`config.mk`:
```
export PLATFORM = sky130hd
export DESIGN_NAME = alu_v2
export DESIGN_NICKNAME = d
export VERILOG_FILES = /design/src/rtl/alu_v2_pkg.sv /design/src/rtl/alu_v2_muldiv.sv /design/src/rtl/alu_v2.sv
export SDC_FILE = /design/constraint.sdc
export NUM_CORES = 1
export LEC_CHECK = 0
export ABC_AREA = 1
export BUFFER_PORTS_ARGS = -buffer_cell sky130_fd_sc_hd__buf_2
export CAP_MARGIN = 5
export CORE_UTILIZATION = 24
export DETAILED_ROUTE_END_ITERATION = 6
export PLACE_DENSITY = 0.49
export SETUP_SLACK_MARGIN = 0.4
export SYNTH_ARGS = -nofsm -noshare
export SYNTH_HDL_FRONTEND = slang
export SYNTH_HIERARCHICAL = 1
export SYNTH_SLANG_ARGS = --single-unit
```
`constraint.sdc`:
```
create_clock -name clk -period 9.6 [get_ports clk]
set_clock_uncertainty 0.05 [all_clocks]
set_input_delay 0.96 -clock clk [delete_from_list [all_inputs] [get_ports clk]]
set_output_delay 0.96 -clock clk [all_outputs]
set_load 0.005 [all_outputs]
```
`src/rtl/alu_v2_pkg.sv`:
```
// Shared types and constants for the alu_v2 execute unit.
// Build option ALU_V2_DIV_EN enables the iterative divide ops (12/13).
package alu_v2_pkg;

    typedef enum logic [3:0] {
        ALU_ADD  = 4'd0,
        ALU_SUB  = 4'd1,
        ALU_AND  = 4'd2,
        ALU_OR   = 4'd3,
        ALU_XOR  = 4'd4,
        ALU_SLL  = 4'd5,
        ALU_SRL  = 4'd6,
        ALU_SRA  = 4'd7,
        ALU_SLT  = 4'd8,
        ALU_SLTU = 4'd9,
        ALU_MULU = 4'd10,
        ALU_MULS = 4'd11,
        ALU_DIVU = 4'd12,
        ALU_DIVS = 4'd13,
        ALU_TEST = 4'd15
    } alu_op_t;

    typedef enum logic [1:0] {
        IDLE = 2'd0,
        BUSY = 2'd1,
        DONE = 2'd2
    } alu_state_t;

    localparam logic [7:0] ERR_NONE  = 8'h00;
    localparam logic [7:0] ERR_DIV0  = 8'h01;
    localparam logic [7:0] ERR_UNDEF = 8'hff;
    localparam logic [7:0] TEST_BYTE = 8'hF7;

endpackage

```
`src/rtl/alu_v2_muldiv.sv`:
```
// Iterative shift-add multiplier / restoring divider, one step per cycle.
// The divide path exists only when ALU_V2_DIV_EN is defined.
module alu_v2_muldiv
    import alu_v2_pkg::*;
#(
    parameter int unsigned WIDTH = 32,
    parameter int unsigned CNT_W = $clog2(WIDTH) + 1
) (
    input  logic             clk,
    input  logic             rst,
    input  logic             abort,
    input  logic             start,
    input  logic             is_div,
    input  logic             is_signed,
    input  logic [WIDTH-1:0] a,
    input  logic [WIDTH-1:0] b,
    output logic             done_c,
    output logic [WIDTH-1:0] lo_c,
    output logic [WIDTH-1:0] hi_c
);

    logic             busy_q;
    logic [CNT_W-1:0] cnt_q;
    logic [WIDTH:0]   rem_q;
    logic [WIDTH-1:0] lo_q;
    logic [WIDTH-1:0] opd_q;
    logic             neg_hi_q;

    logic             a_neg;
    logic             b_neg;
    logic [WIDTH-1:0] a_mag;
    logic [WIDTH-1:0] b_mag;
    logic [WIDTH:0]   rem_n;
    logic [WIDTH-1:0] lo_n;
    logic [WIDTH:0]   sum;
    logic [2*WIDTH-1:0] prod;

`ifdef ALU_V2_DIV_EN
    logic             div_q;
    logic             neg_lo_q;
    logic [WIDTH:0]   r_sh;
    logic [WIDTH:0]   trial;
`else
    logic             unused_is_div;
    assign unused_is_div = is_div;
`endif

    assign a_neg = is_signed & a[WIDTH-1];
    assign b_neg = is_signed & b[WIDTH-1];
    assign a_mag = a_neg ? WIDTH'(-a) : a;
    assign b_mag = b_neg ? WIDTH'(-b) : b;
    assign done_c = busy_q && (cnt_q == CNT_W'(WIDTH - 1));

    // One iteration step on the working registers
    always_comb begin
        rem_n = rem_q;
        lo_n  = lo_q;
        sum   = '0;
`ifdef ALU_V2_DIV_EN
        r_sh  = '0;
        trial = '0;
        if (div_q) begin
            r_sh  = {rem_q[WIDTH-1:0], lo_q[WIDTH-1]};
            trial = r_sh - {1'b0, opd_q};
            if (!trial[WIDTH]) begin
                rem_n = trial;
                lo_n  = {lo_q[WIDTH-2:0], 1'b1};
            end else begin
                rem_n = r_sh;
                lo_n  = {lo_q[WIDTH-2:0], 1'b0};
            end
        end else
`endif
        begin
            sum   = rem_q + (lo_q[0] ? {1'b0, opd_q} : '0);
            rem_n = {1'b0, sum[WIDTH:1]};
            lo_n  = {sum[0], lo_q[WIDTH-1:1]};
        end
    end

    // Final sign correction applied to the last step's value
    always_comb begin
        prod = {rem_n[WIDTH-1:0], lo_n};
        if (neg_hi_q) begin
            prod = -prod;
        end
        lo_c = prod[WIDTH-1:0];
        hi_c = prod[2*WIDTH-1:WIDTH];
`ifdef ALU_V2_DIV_EN
        if (div_q) begin
            lo_c = neg_lo_q ? WIDTH'(-lo_n) : lo_n;
            hi_c = neg_hi_q ? WIDTH'(-rem_n[WIDTH-1:0]) : rem_n[WIDTH-1:0];
        end
`endif
    end

    always_ff @(posedge clk) begin
        if (rst || abort) begin
            busy_q <= 1'b0;
            cnt_q  <= '0;
        end else if (start) begin
            busy_q <= 1'b1;
            cnt_q  <= '0;
        end else if (busy_q) begin
            cnt_q <= cnt_q + CNT_W'(1);
            if (done_c) begin
                busy_q <= 1'b0;
            end
        end
    end

    // Divide-by-zero keeps quotient all-ones by never negating it
    always_ff @(posedge clk) begin
        if (rst) begin
            rem_q    <= '0;
            lo_q     <= '0;
            opd_q    <= '0;
            neg_hi_q <= 1'b0;
`ifdef ALU_V2_DIV_EN
            div_q    <= 1'b0;
            neg_lo_q <= 1'b0;
`endif
        end else if (start) begin
            rem_q    <= '0;
            lo_q     <= a_mag;
            opd_q    <= b_mag;
`ifdef ALU_V2_DIV_EN
            div_q    <= is_div;
            neg_lo_q <= (a_neg ^ b_neg) && (b != '0);
            neg_hi_q <= is_div ? a_neg : (a_neg ^ b_neg);
`else
            neg_hi_q <= a_neg ^ b_neg;
`endif
        end else if (busy_q) begin
            rem_q <= rem_n;
            lo_q  <= lo_n;
        end
    end

endmodule

```
`src/rtl/alu_v2.sv`:
```
// Registered integer ALU with iterative mul/div and valid/ready handshake.
// Define ALU_V2_DIV_EN to implement divu/divs; otherwise they are undefined ops.
module alu_v2
    import alu_v2_pkg::*;
#(
    parameter int unsigned WIDTH = 32
) (
    input  logic             clk,
    input  logic             rst,
    input  logic             flush,
    input  logic             in_valid,
    output logic             in_ready,
    input  logic [WIDTH-1:0] a,
    input  logic [WIDTH-1:0] b,
    input  logic [3:0]       op_code,
    output logic             out_valid,
    input  logic             out_ready,
    output logic [WIDTH-1:0] out,
    output logic [WIDTH-1:0] out_hi,
    output logic             zero_flag,
    output logic             sign_flag,
    output logic [7:0]       alu_error_vector
);

    localparam int unsigned CNT_W = $clog2(WIDTH) + 1;
    localparam int unsigned SH_W  = $clog2(WIDTH);

    alu_state_t       state_q;
    alu_state_t       state_d;
    logic             accept_c;
    logic             is_md_c;
    logic             is_div_c;
    logic             start_c;
    logic             load_sc_c;
    logic             load_md_c;
    logic             md_done_c;
    logic [WIDTH-1:0] md_lo_c;
    logic [WIDTH-1:0] md_hi_c;
    logic [WIDTH-1:0] sc_res_c;
    logic [7:0]       sc_err_c;
    logic [SH_W-1:0]  shamt_c;
    logic             div0_q;

    // A flush on the accept edge drops the operation
    assign accept_c = in_valid && in_ready && !flush;
    assign is_div_c = (op_code == ALU_DIVU) || (op_code == ALU_DIVS);

    // Single-cycle datapath and op classification
    always_comb begin
        sc_res_c = '0;
        sc_err_c = ERR_NONE;
        is_md_c  = 1'b0;
        shamt_c  = b[SH_W-1:0];
        case (alu_op_t'(op_code))
            ALU_ADD:  sc_res_c = a + b;
            ALU_SUB:  sc_res_c = a - b;
            ALU_AND:  sc_res_c = a & b;
            ALU_OR:   sc_res_c = a | b;
            ALU_XOR:  sc_res_c = a ^ b;
            ALU_SLL:  sc_res_c = a << shamt_c;
            ALU_SRL:  sc_res_c = a >> shamt_c;
            ALU_SRA:  sc_res_c = WIDTH'($signed(a) >>> shamt_c);
            ALU_SLT:  sc_res_c = WIDTH'($signed(a) < $signed(b));
            ALU_SLTU: sc_res_c = WIDTH'(a < b);
            ALU_MULU, ALU_MULS: is_md_c = 1'b1;
`ifdef ALU_V2_DIV_EN
            ALU_DIVU, ALU_DIVS: is_md_c = 1'b1;
`endif
            ALU_TEST: sc_res_c = {(WIDTH / 8){TEST_BYTE}};
            default:  sc_err_c = ERR_UNDEF;
        endcase
    end

    alu_v2_muldiv #(
        .WIDTH (WIDTH),
        .CNT_W (CNT_W)
    ) u_muldiv (
        .clk       (clk),
        .rst       (rst),
        .abort     (flush),
        .start     (start_c),
        .is_div    (is_div_c),
        .is_signed (op_code[0]),
        .a         (a),
        .b         (b),
        .done_c    (md_done_c),
        .lo_c      (md_lo_c),
        .hi_c      (md_hi_c)
    );

    always_ff @(posedge clk) begin
        if (rst) begin
            state_q <= IDLE;
        end else begin
            state_q <= state_d;
        end
    end

    always_comb begin
        state_d = state_q;
        case (state_q)
            IDLE:    if (accept_c) state_d = is_md_c ? BUSY : DONE;
            BUSY:    if (md_done_c) state_d = DONE;
            DONE:    if (out_ready) state_d = IDLE;
            default: state_d = IDLE;
        endcase
        if (flush) begin
            state_d = IDLE;
        end
    end

    always_comb begin
        start_c   = 1'b0;
        load_sc_c = 1'b0;
        load_md_c = 1'b0;
        case (state_q)
            IDLE: begin
                start_c   = accept_c && is_md_c;
                load_sc_c = accept_c && !is_md_c;
            end
            BUSY:    load_md_c = md_done_c && !flush;
            default: ;
        endcase
    end

    // Handshake and result registers
    always_ff @(posedge clk) begin
        if (rst) begin
            in_ready         <= 1'b1;
            out_valid        <= 1'b0;
            out              <= '0;
            out_hi           <= '0;
            zero_flag        <= 1'b0;
            sign_flag        <= 1'b0;
            alu_error_vector <= ERR_NONE;
            div0_q           <= 1'b0;
        end else begin
            in_ready  <= (state_d == IDLE);
            out_valid <= (state_d == DONE);
            if (start_c) begin
                div0_q <= is_div_c && (b == '0);
            end
            if (load_sc_c) begin
                out              <= sc_res_c;
                out_hi           <= '0;
                zero_flag        <= (sc_res_c == '0);
                sign_flag        <= sc_res_c[WIDTH-1];
                alu_error_vector <= sc_err_c;
            end else if (load_md_c) begin
                out              <= md_lo_c;
                out_hi           <= md_hi_c;
                zero_flag        <= (md_lo_c == '0);
                sign_flag        <= md_lo_c[WIDTH-1];
                alu_error_vector <= div0_q ? ERR_DIV0 : ERR_NONE;
            end
        end
    end

endmodule

```
Word level (Yosys, flattened, before mapping)

Cells that the tools add are included.

Bits in latches: 0
Output and inout port bits: 76
Flip-flop bits (word level): 183
Logic and storage cells: 105
Bits of input ports: 73
Memories kept: 0
ROM bits: 0
Memory bits (writable): 0

Bitwise gates (word level): 6
$mul: 0
Magnitude comparators: 2
Reduce and logical (&&, ||, !) cells: 24
$add $sub $neg: 7
Shift-type cells: 3
Divide/modulo/power cells: 0
Equal/unequal tests: 18
Multiplexer cells: 30

Operators by type and width:

| operator           | number |
|---|---|
| $pmux 32 s11       | 1 |
| $mux 32            | 7 |
| $logic_not 32->1   | 3 |
| $lt 32x32->1       | 2 |
| $mux 64            | 1 |
| $neg 32->32        | 2 |
| $neg 64->64        | 1 |
| $add 32x33->33     | 1 |
| $add 32x32->32     | 1 |
| $and 32x32->32     | 1 |
| $or 32x32->32      | 1 |
| $shl 32x5->32      | 1 |
| $shr 32x5->32      | 1 |
| $sshr 32x5->32     | 1 |
| $sub 32x32->32     | 1 |
| $xor 32x32->32     | 1 |
| $eq 4x4->1 const B | 7 |
| $mux 8             | 3 |
| $eq 4x3->1 const B | 4 |
| $reduce_or 13->1   | 1 |
| $mux 1             | 12 |
| $mux 2             | 5 |
| $eq 4x2->1 const B | 2 |
| $reduce_or 2->1    | 4 |
| 14 further kinds   | 26 |

Depth between registers and ports, before layout

Gate-level depths: netlist of run 1.

Word-level depth: 8
Depth in mapped cells: 28
Depth with buffers taken out: 26

Modules after synthesis

The synthesis of run 1 kept the hierarchy.

Modules (own cells, without submodules):

| module        | area an instance (µm²) | seq. area each (µm²) | cells each | instances |
|---|---|---|---|---|
| alu_v2        | 13152.6                | 1441.4               | 2483       | 1 |
| alu_v2_muldiv | 10625.2                | 2082.0               | 1898       | 1 |

Worst setup path before layout of run 1

Ideal clock, no wire load.

Kind: input to register
Start: in b[4]
End: reg zero_flag
Data arrival time: 3377 ps
Data required time: 9484 ps
Setup time: 66 ps
Stages on the path: 23
Setup slack: 6107 ps
Path buffers: 4
Path through: clkbuf_1 > inv_1 > buf_2 > buf_4 > ha_1 > clkbuf_2 > nor2_1 > nand2_1 > nor2_1 > nand2_1 > nand3_1 > nand2_1 > nand2_1 > nor2_1 > nor2_1 > nand2_1 > nor2_1 > nand2_1 > nor2_1 > nand3_1 > nor2_1 > nand2_1 > a21oi_2

Word-level cells in the longest chain between the ends: 4
Elaborated cells on any way between the ends: 13
Classes of those cells: 2 x add/sub; 2 x order compare; 3 x shift; 2 x mux; 3 x bitwise; 1 x reduce/logical

Ends and longest elaborated chain:

| element                                      | line          | RTL |
|---|---|---|
| start: declaration                           | alu_v2.sv:14  | `input logic [WIDTH-1:0] b,` |
| $sub 32x32->32, or another cell as far along | alu_v2.sv:56  | `ALU_SUB: sc_res_c = a - b;` |
| $pmux 32 s11 (*)                             | alu_v2.sv:54  | `case (alu_op_t'(op_code))` |
| $logic_not 32->1 (*)                         | alu_v2.sv:146 | `zero_flag <= (sc_res_c == '0);` |
| $mux 1 (*)                                   | alu_v2.sv:143 | `if (load_sc_c) begin` |
| end signal: assignment                       | alu_v2.sv:146 |  |
| end signal: assignment                       | alu_v2.sv:152 | `zero_flag <= (md_lo_c == '0);` |
| end: declaration                             | alu_v2.sv:20  | `output logic zero_flag,` |

Mark *: on every way between the ends. The rest lies on a longest branch, timed or not.
A chain may end at the register's enable or synchronous reset.

Worst setup path after layout of run 1

Start: in b[3]
End: reg zero_flag

Same word-level chain as after synthesis.

==> flow_summary.toml, run 1 <==
[clocking]
cts_hold_repair.buffers = 0
clock_sinks = 176
clock_tree_root_driver_cell = "sky130_fd_sc_hd__clkbuf_16"
clkTransAtPathRegs_ns = 0.08
cts_max_path_buffers = 2
post_cts.repair.setup_buffers = 0
postCtsResizedCells = 0
numCtsBuffers = 17
cts_tree = "built"
cts-htree-levels = 4
clock_latency_ns = 0.49

[routing]
route.detailed.drc = 0
final_ant_viol_nets = 0
routed_wl_mm = 125
first_pass_iters = 7
1st_iter_drt_viols = 2991
detail_route.vias_per_cell = 5.06
vias = 28900
wl_per_cell_um = 21.9

[timing]
fin_crit_ns = 4.59
finalCritPeriodShare = 0.478
setup_total_neg_slack_ns = 0
rsz0062_at_grt = "no"
finalMaxSlewViolations = 0
timing.slew.headroom = 0.231
report.final.setup_viol = 0
achievable_clock_frequency_ghz = 0.218
finalHoldViolations = 0
timing_worst_slew_pin_value_ns = 1.14

[placed_design]
dpl.hpwl_mm = 102
globalplace.congestion = 1.09
dp_cells = 5677
buffer_ports.inserted = 148

[floorplan]
io-pin-count = 149
die_area_um2 = 100000
die_w_um = 317
core-area_um2 = 98300
row_count = 115
initial_standard_cell_utilization_of_the_core = 0.242
die_height_um = 317

[layout]
layout-drive-gt1-share = 0.0911
area_delta_synth_final_pct = 9.76
num-fill-cells = 11500
final-instance-count-excl-fill = 5711
mostFrequentLayoutCells = "sky130_fd_sc_hd__nand2_1, sky130_fd_sc_hd__inv_1, sky130_fd_sc_hd__nand3_1, sky130_fd_sc_hd__nor2_1, sky130_fd_sc_hd__a21oi_1"
leading_cell_type_in_the_layout_fill_and_taps_excluded = "sky130_fd_sc_hd__nand2_1"
final_nets = 4625

[setup_path]
rrSetupSlack_ns = 5.88
crit-reg2reg-launch = "u_muldiv/lo_q[0]"
cp_slowest_stage_delay_ns = 0.56
path_cells = "buf_2 -> buf_4 -> inv_2 -> ha_1 -> nor2_1 -> nand2_1 -> nor2_1 -> nand2_1 -> nand3_1 -> nand2_1 -> nand2_1 -> nor2_1 -> nor2_1 -> nand2_1 -> nor2_1 -> nand2_1 -> nor2_1 -> nand3_1 -> nor2_1 -> nand2_1 -> a21oi_2"
startpoint = "b[3]"
arrival_ns = 4.97
path_max_fanout = 49
critical_path.endpoint_type = "flop"
slowest_stage = "sky130_fd_sc_hd__inv_2"
cp-start-kind = "input pin"
critical_path_class = "in -> reg"
worst_ep_required_time_ns = 9.98

[global_routing]
largest_net_degree_at_the_start_of_global_routing = 72
groute.usage.overall = 0.246
antenna_violations_before_repair = 10
overflow_left_after_global_routing = 0
grt_pass1_wl_mm = 182
number_of_global_route_vias_before_repair = 26900

[hold_path]
hp-start = "div0_q"
timing.hold.worst.class = "reg -> reg"

[logic_synthesis]
postSynthCellCount = 4380
synth_area_per_cell_um2 = 5.43
yosys_warnings = 6
synthesis.nets = 4596
netlist_area_um2 = 23800

[pwr]
peak_ir_drop_on_the_vdd_network_v = 0.000141
power.leakage_nw = 13.6
pwr_density_cell_nw_per_um2 = 92.3

[outcome]
result_of_the_run = "complete, no violations"

[run]
number_of_violations_of_the_max_capacitance_limit = 0
final cells by class:
cell class / instances / area (um^2) / share of cell area
repair buffers: 179 / 973 / 0.0373
flip-flops and latches: 176 / 3520 / 0.135
clock inverters: 12 / 111 / 0.00427
multi-input cells: 3416 / 17100 / 0.655
clock buffers: 20 / 447 / 0.0171
inverters: 619 / 2330 / 0.0892
diodes: 2 / 5.00 / 0.000192
well taps: 1287 / 1610 / 0.0617
path summary, 6_finish.rpt:
| kind | endpoint | cells after the start |
|---|---|---|
| worst min-delay path | div0_q | 2 |
| worst max register to register | out_hi[24] | 22 |
| worst max-delay path | zero_flag | 21 |
| worst min register to register | div0_q | 2 |
worst max-delay path, delay by kind of cell:
family | cells | cell delay, ns
adders and majority gates | 1 | 0.56
AOI/OAI and AO/OA | 1 | 0.11
and+or+nand+nor | 16 | 2.13
buffers and inverters | 3 | 1.17
power by group:
group / internal (mW) / switching [mW]
Sequential: 0.746 / 0.0160
Combinational: 0.243 / 0.703
Clock: 0.364 / 0.336
Total: 1.35 / 1.05
per-layer routing:
layer  wire length (um)  GRT usage
met3              10500     0.0457
met1              57400      0.345
met2              52900      0.376
met5                 75          0
met4               4100     0.0824
flip-flops by register name, indices dropped and copies added, names as in the netlist:
| register | count |
|---|---|
| u_muldiv/cnt_q | 6 |
| u_muldiv/neg_hi_q | 1 |
| in_ready | 1 |
| out | 32 |
| u_muldiv/lo_q | 32 |
| alu_error_vector | 2 |
| zero_flag | 1 |
| u_muldiv/busy_q | 1 |
| u_muldiv/rem_q | 32 |
| div0_q | 1 |
| u_muldiv/opd_q | 32 |
| state_q | 2 |
| out_valid | 1 |
| out_hi | 32 |
metrics by stage:
stage	power [mW]	utilization	setup WS (ns)	cell area [um^2]	hold slack, ns
floorplan	1.33	-	6.11	23800	0.369
global placement	1.71	0.260	4.64	25500	0.388
detailed placement	1.70	0.260	4.63	25500	0.392
CTS	2.40	0.265	5.15	26100	0.405
global route	2.53	0.265	4.79	26100	0.426
finish	2.41	0.266	5.01	26100	0.403
Note: power is estimated with default switching activity, not from simulation.
==> inputs of run 2 (changes only) <==
Settings changed: ABC_AREA 1 to 0, PLACE_DENSITY 0.49 to 0.5.
Clock period 9.6 ns to 4.4 ns, I/O delays scaled along.
==> run 2 against run 1 <==
Net effect:
- sequential share of layout area is 1.5 points lower
- total power rose by 150%
- synthesized cell count shrank 30%
- critical path depth is 8 lower
- flip-flop and latch count stayed put
- critical endpoint unchanged
==> flow_summary.toml, run 2 <==
[pwr]
power.leakage_nw = 11.8
p_comb_frac = 0.449
switchingPower_mw = 2.44
pwr_density_cell_nw_per_um2 = 202
internal_power_mw = 3.51
seq_power_share = 0.280
p_sw_frac = 0.410
clock_power_share = 0.271
peak_ir_drop_on_the_vdd_network_v = 0.000224

[floorplan]
io-pin-count = 149
die_w_um = 310
initial_standard_cell_utilization_of_the_core = 0.243
die_height_um = 310
row_count = 112
core-area_um2 = 93600
die_area_um2 = 96100

[timing]
timing.slew.headroom = 0.164
report.final.setup_viol = 0
achievable_clock_frequency_ghz = 0.252
finalHoldViolations = 0
timing_worst_slew_pin_value_ns = 1.24
fin_crit_ns = 3.97
rsz0062_at_grt = "no"
finalCritPeriodShare = 0.902
finalMaxSlewViolations = 0
setup_total_neg_slack_ns = 0

[routing]
detail_route.vias_per_cell = 5.59
first_pass_iters = 6
routed_wl_mm = 122
1st_iter_drt_viols = 2602
vias = 26800
route.detailed.drc = 0
final_ant_viol_nets = 0
wl_per_cell_um = 25.5

[layout]
final_nets = 3749
final-instance-count-excl-fill = 4803
leading_cell_type_in_the_layout_fill_and_taps_excluded = "sky130_fd_sc_hd__buf_4"
mostFrequentLayoutCells = "sky130_fd_sc_hd__buf_4, sky130_fd_sc_hd__nand2_1, sky130_fd_sc_hd__nor2_1, sky130_fd_sc_hd__a21oi_1, sky130_fd_sc_hd__dfxtp_1"
layout-drive-gt1-share = 0.274
fin_area_um2 = 29500
area_delta_synth_final_pct = 29.6

[setup_path]
critical_path.most_common_cell = "sky130_fd_sc_hd__buf_4"
slowest_stage = "sky130_fd_sc_hd__or4b_4"
critical_path_class = "in -> reg"
critical_path.endpoint_type = "flop"
ff2ff_path_depth = 15
crit-reg2reg-launch = "u_muldiv/opd_q[0]"
arrival_ns = 4.30
worst_ep_required_time_ns = 4.72
startpoint = "b[0]"
path_max_fanout = 12
cp-start-kind = "input pin"
path_cells = "buf_4 -> buf_4 -> buf_12 -> mux4_2 -> nand2_1 -> a311oi_1 -> or4b_4 -> a2111oi_1 -> a21oi_1 -> nor4_1 -> nand4_1 -> or4_4 -> o32ai_2"
cp_slowest_stage_delay_ns = 0.63

[placed_design]
dpl.hpwl_mm = 101
buffer_ports.inserted = 148
globalplace.congestion = 1.00
dpl_cell_area_um2 = 28400
dp_cells = 4759

[logic_synthesis]
yosys_warnings = 6
synthesis.nets = 3286
synth_area_per_cell_um2 = 7.41
postSynthCellCount = 3070
netlist_area_um2 = 22800

[global_routing]
largest_net_degree_at_the_start_of_global_routing = 72
overflow_left_after_global_routing = 0
number_of_global_route_vias_before_repair = 25300
grt_pass1_wl_mm = 177
groute.usage.overall = 0.248
antenna_violations_before_repair = 6

[outcome]
result_of_the_run = "complete, no violations"

[clocking]
cts-htree-levels = 4
clkTransAtPathRegs_ns = 0.08
clock_tree_root_driver_cell = "sky130_fd_sc_hd__clkbuf_16"
cts_tree = "built"
cts_hold_repair.buffers = 0
numCtsBuffers = 17
clock_latency_ns = 0.46
clock_sinks = 176
cts_max_path_buffers = 2

[hold_path]
hp-start = "flush"
timing.hold.worst.class = "in -> reg"
worst_hold_path.num_cells = 2

[run]
number_of_violations_of_the_max_capacitance_limit = 0
run 2: worst max-delay path, delay by kind of cell:
family          cells  cell delay (ns)
simple gates        5             1.88
compound gates      4             0.85
buf+inv             3             0.56
mux                 1             0.55
run 2: timing repair:
item                                    CTS  global route
pin swaps                                 1            32
buffers inserted                          1             8
endpoints found under the setup margin    7            16
gates resized for setup                  10            93
run 2: final timing paths:
| check | end | slack, ns |
|---|---|---|
| setup / recovery | zero_flag | 0.43 |
| setup reg to reg | out_hi[28] | 0.51 |
| hold / removal | out_valid | 0.27 |
| hold reg to reg | out_hi[0] | 0.40 |
run 2: metal layers:
metal / part of all wire / vias to the layer above / wire (um) / global-route usage
met5: 0.00044 / - / 54 / 0
met4: 0.045 / 8 / 5530 / 0.102
met3: 0.070 / 241 / 8570 / 0.0257
met2: 0.46 / 1249 / 55800 / 0.407
met1: 0.43 / 13000 / 52500 / 0.330
li1: - / 12400 / - / -
run 2: power by group through the flow:
stage | Clock, mW | Sequential, mW | Combinational, mW
after floorplan | 0 | 1.69 | 1.27
after global placement | 0 | 1.70 | 2.58
after detailed placement | 0 | 1.70 | 2.56
after CTS | 1.65 | 1.66 | 2.57
after global routing | 1.72 | 1.66 | 2.81
final | 1.61 | 1.66 | 2.67
run 2: final cells by class:
type / instances / area [um^2]
well taps: 1254 / 1570
clock inverters: 15 / 189
fillers: 10200 / 64100
clock buffers: 17 / 425
repair buffers: 690 / 5020
inverters: 125 / 472
diodes: 3 / 7.51
flip-flops and latches: 176 / 3530
multi-input cells: 2523 / 18300
run 2: stage by stage:
stage / worst slack [ns] / utilization / power, mW / hold slack (ns)
after floorplan: 0.400 / - / 2.95 / 0.396
after global placement: -0.309 / 0.303 / 4.28 / 0.390
after detailed placement: -0.447 / 0.303 / 4.26 / 0.393
after CTS: 0.359 / 0.310 / 5.89 / 0.246
after global routing: 0.374 / 0.315 / 6.19 / 0.283
final: 0.429 / 0.315 / 5.95 / 0.271
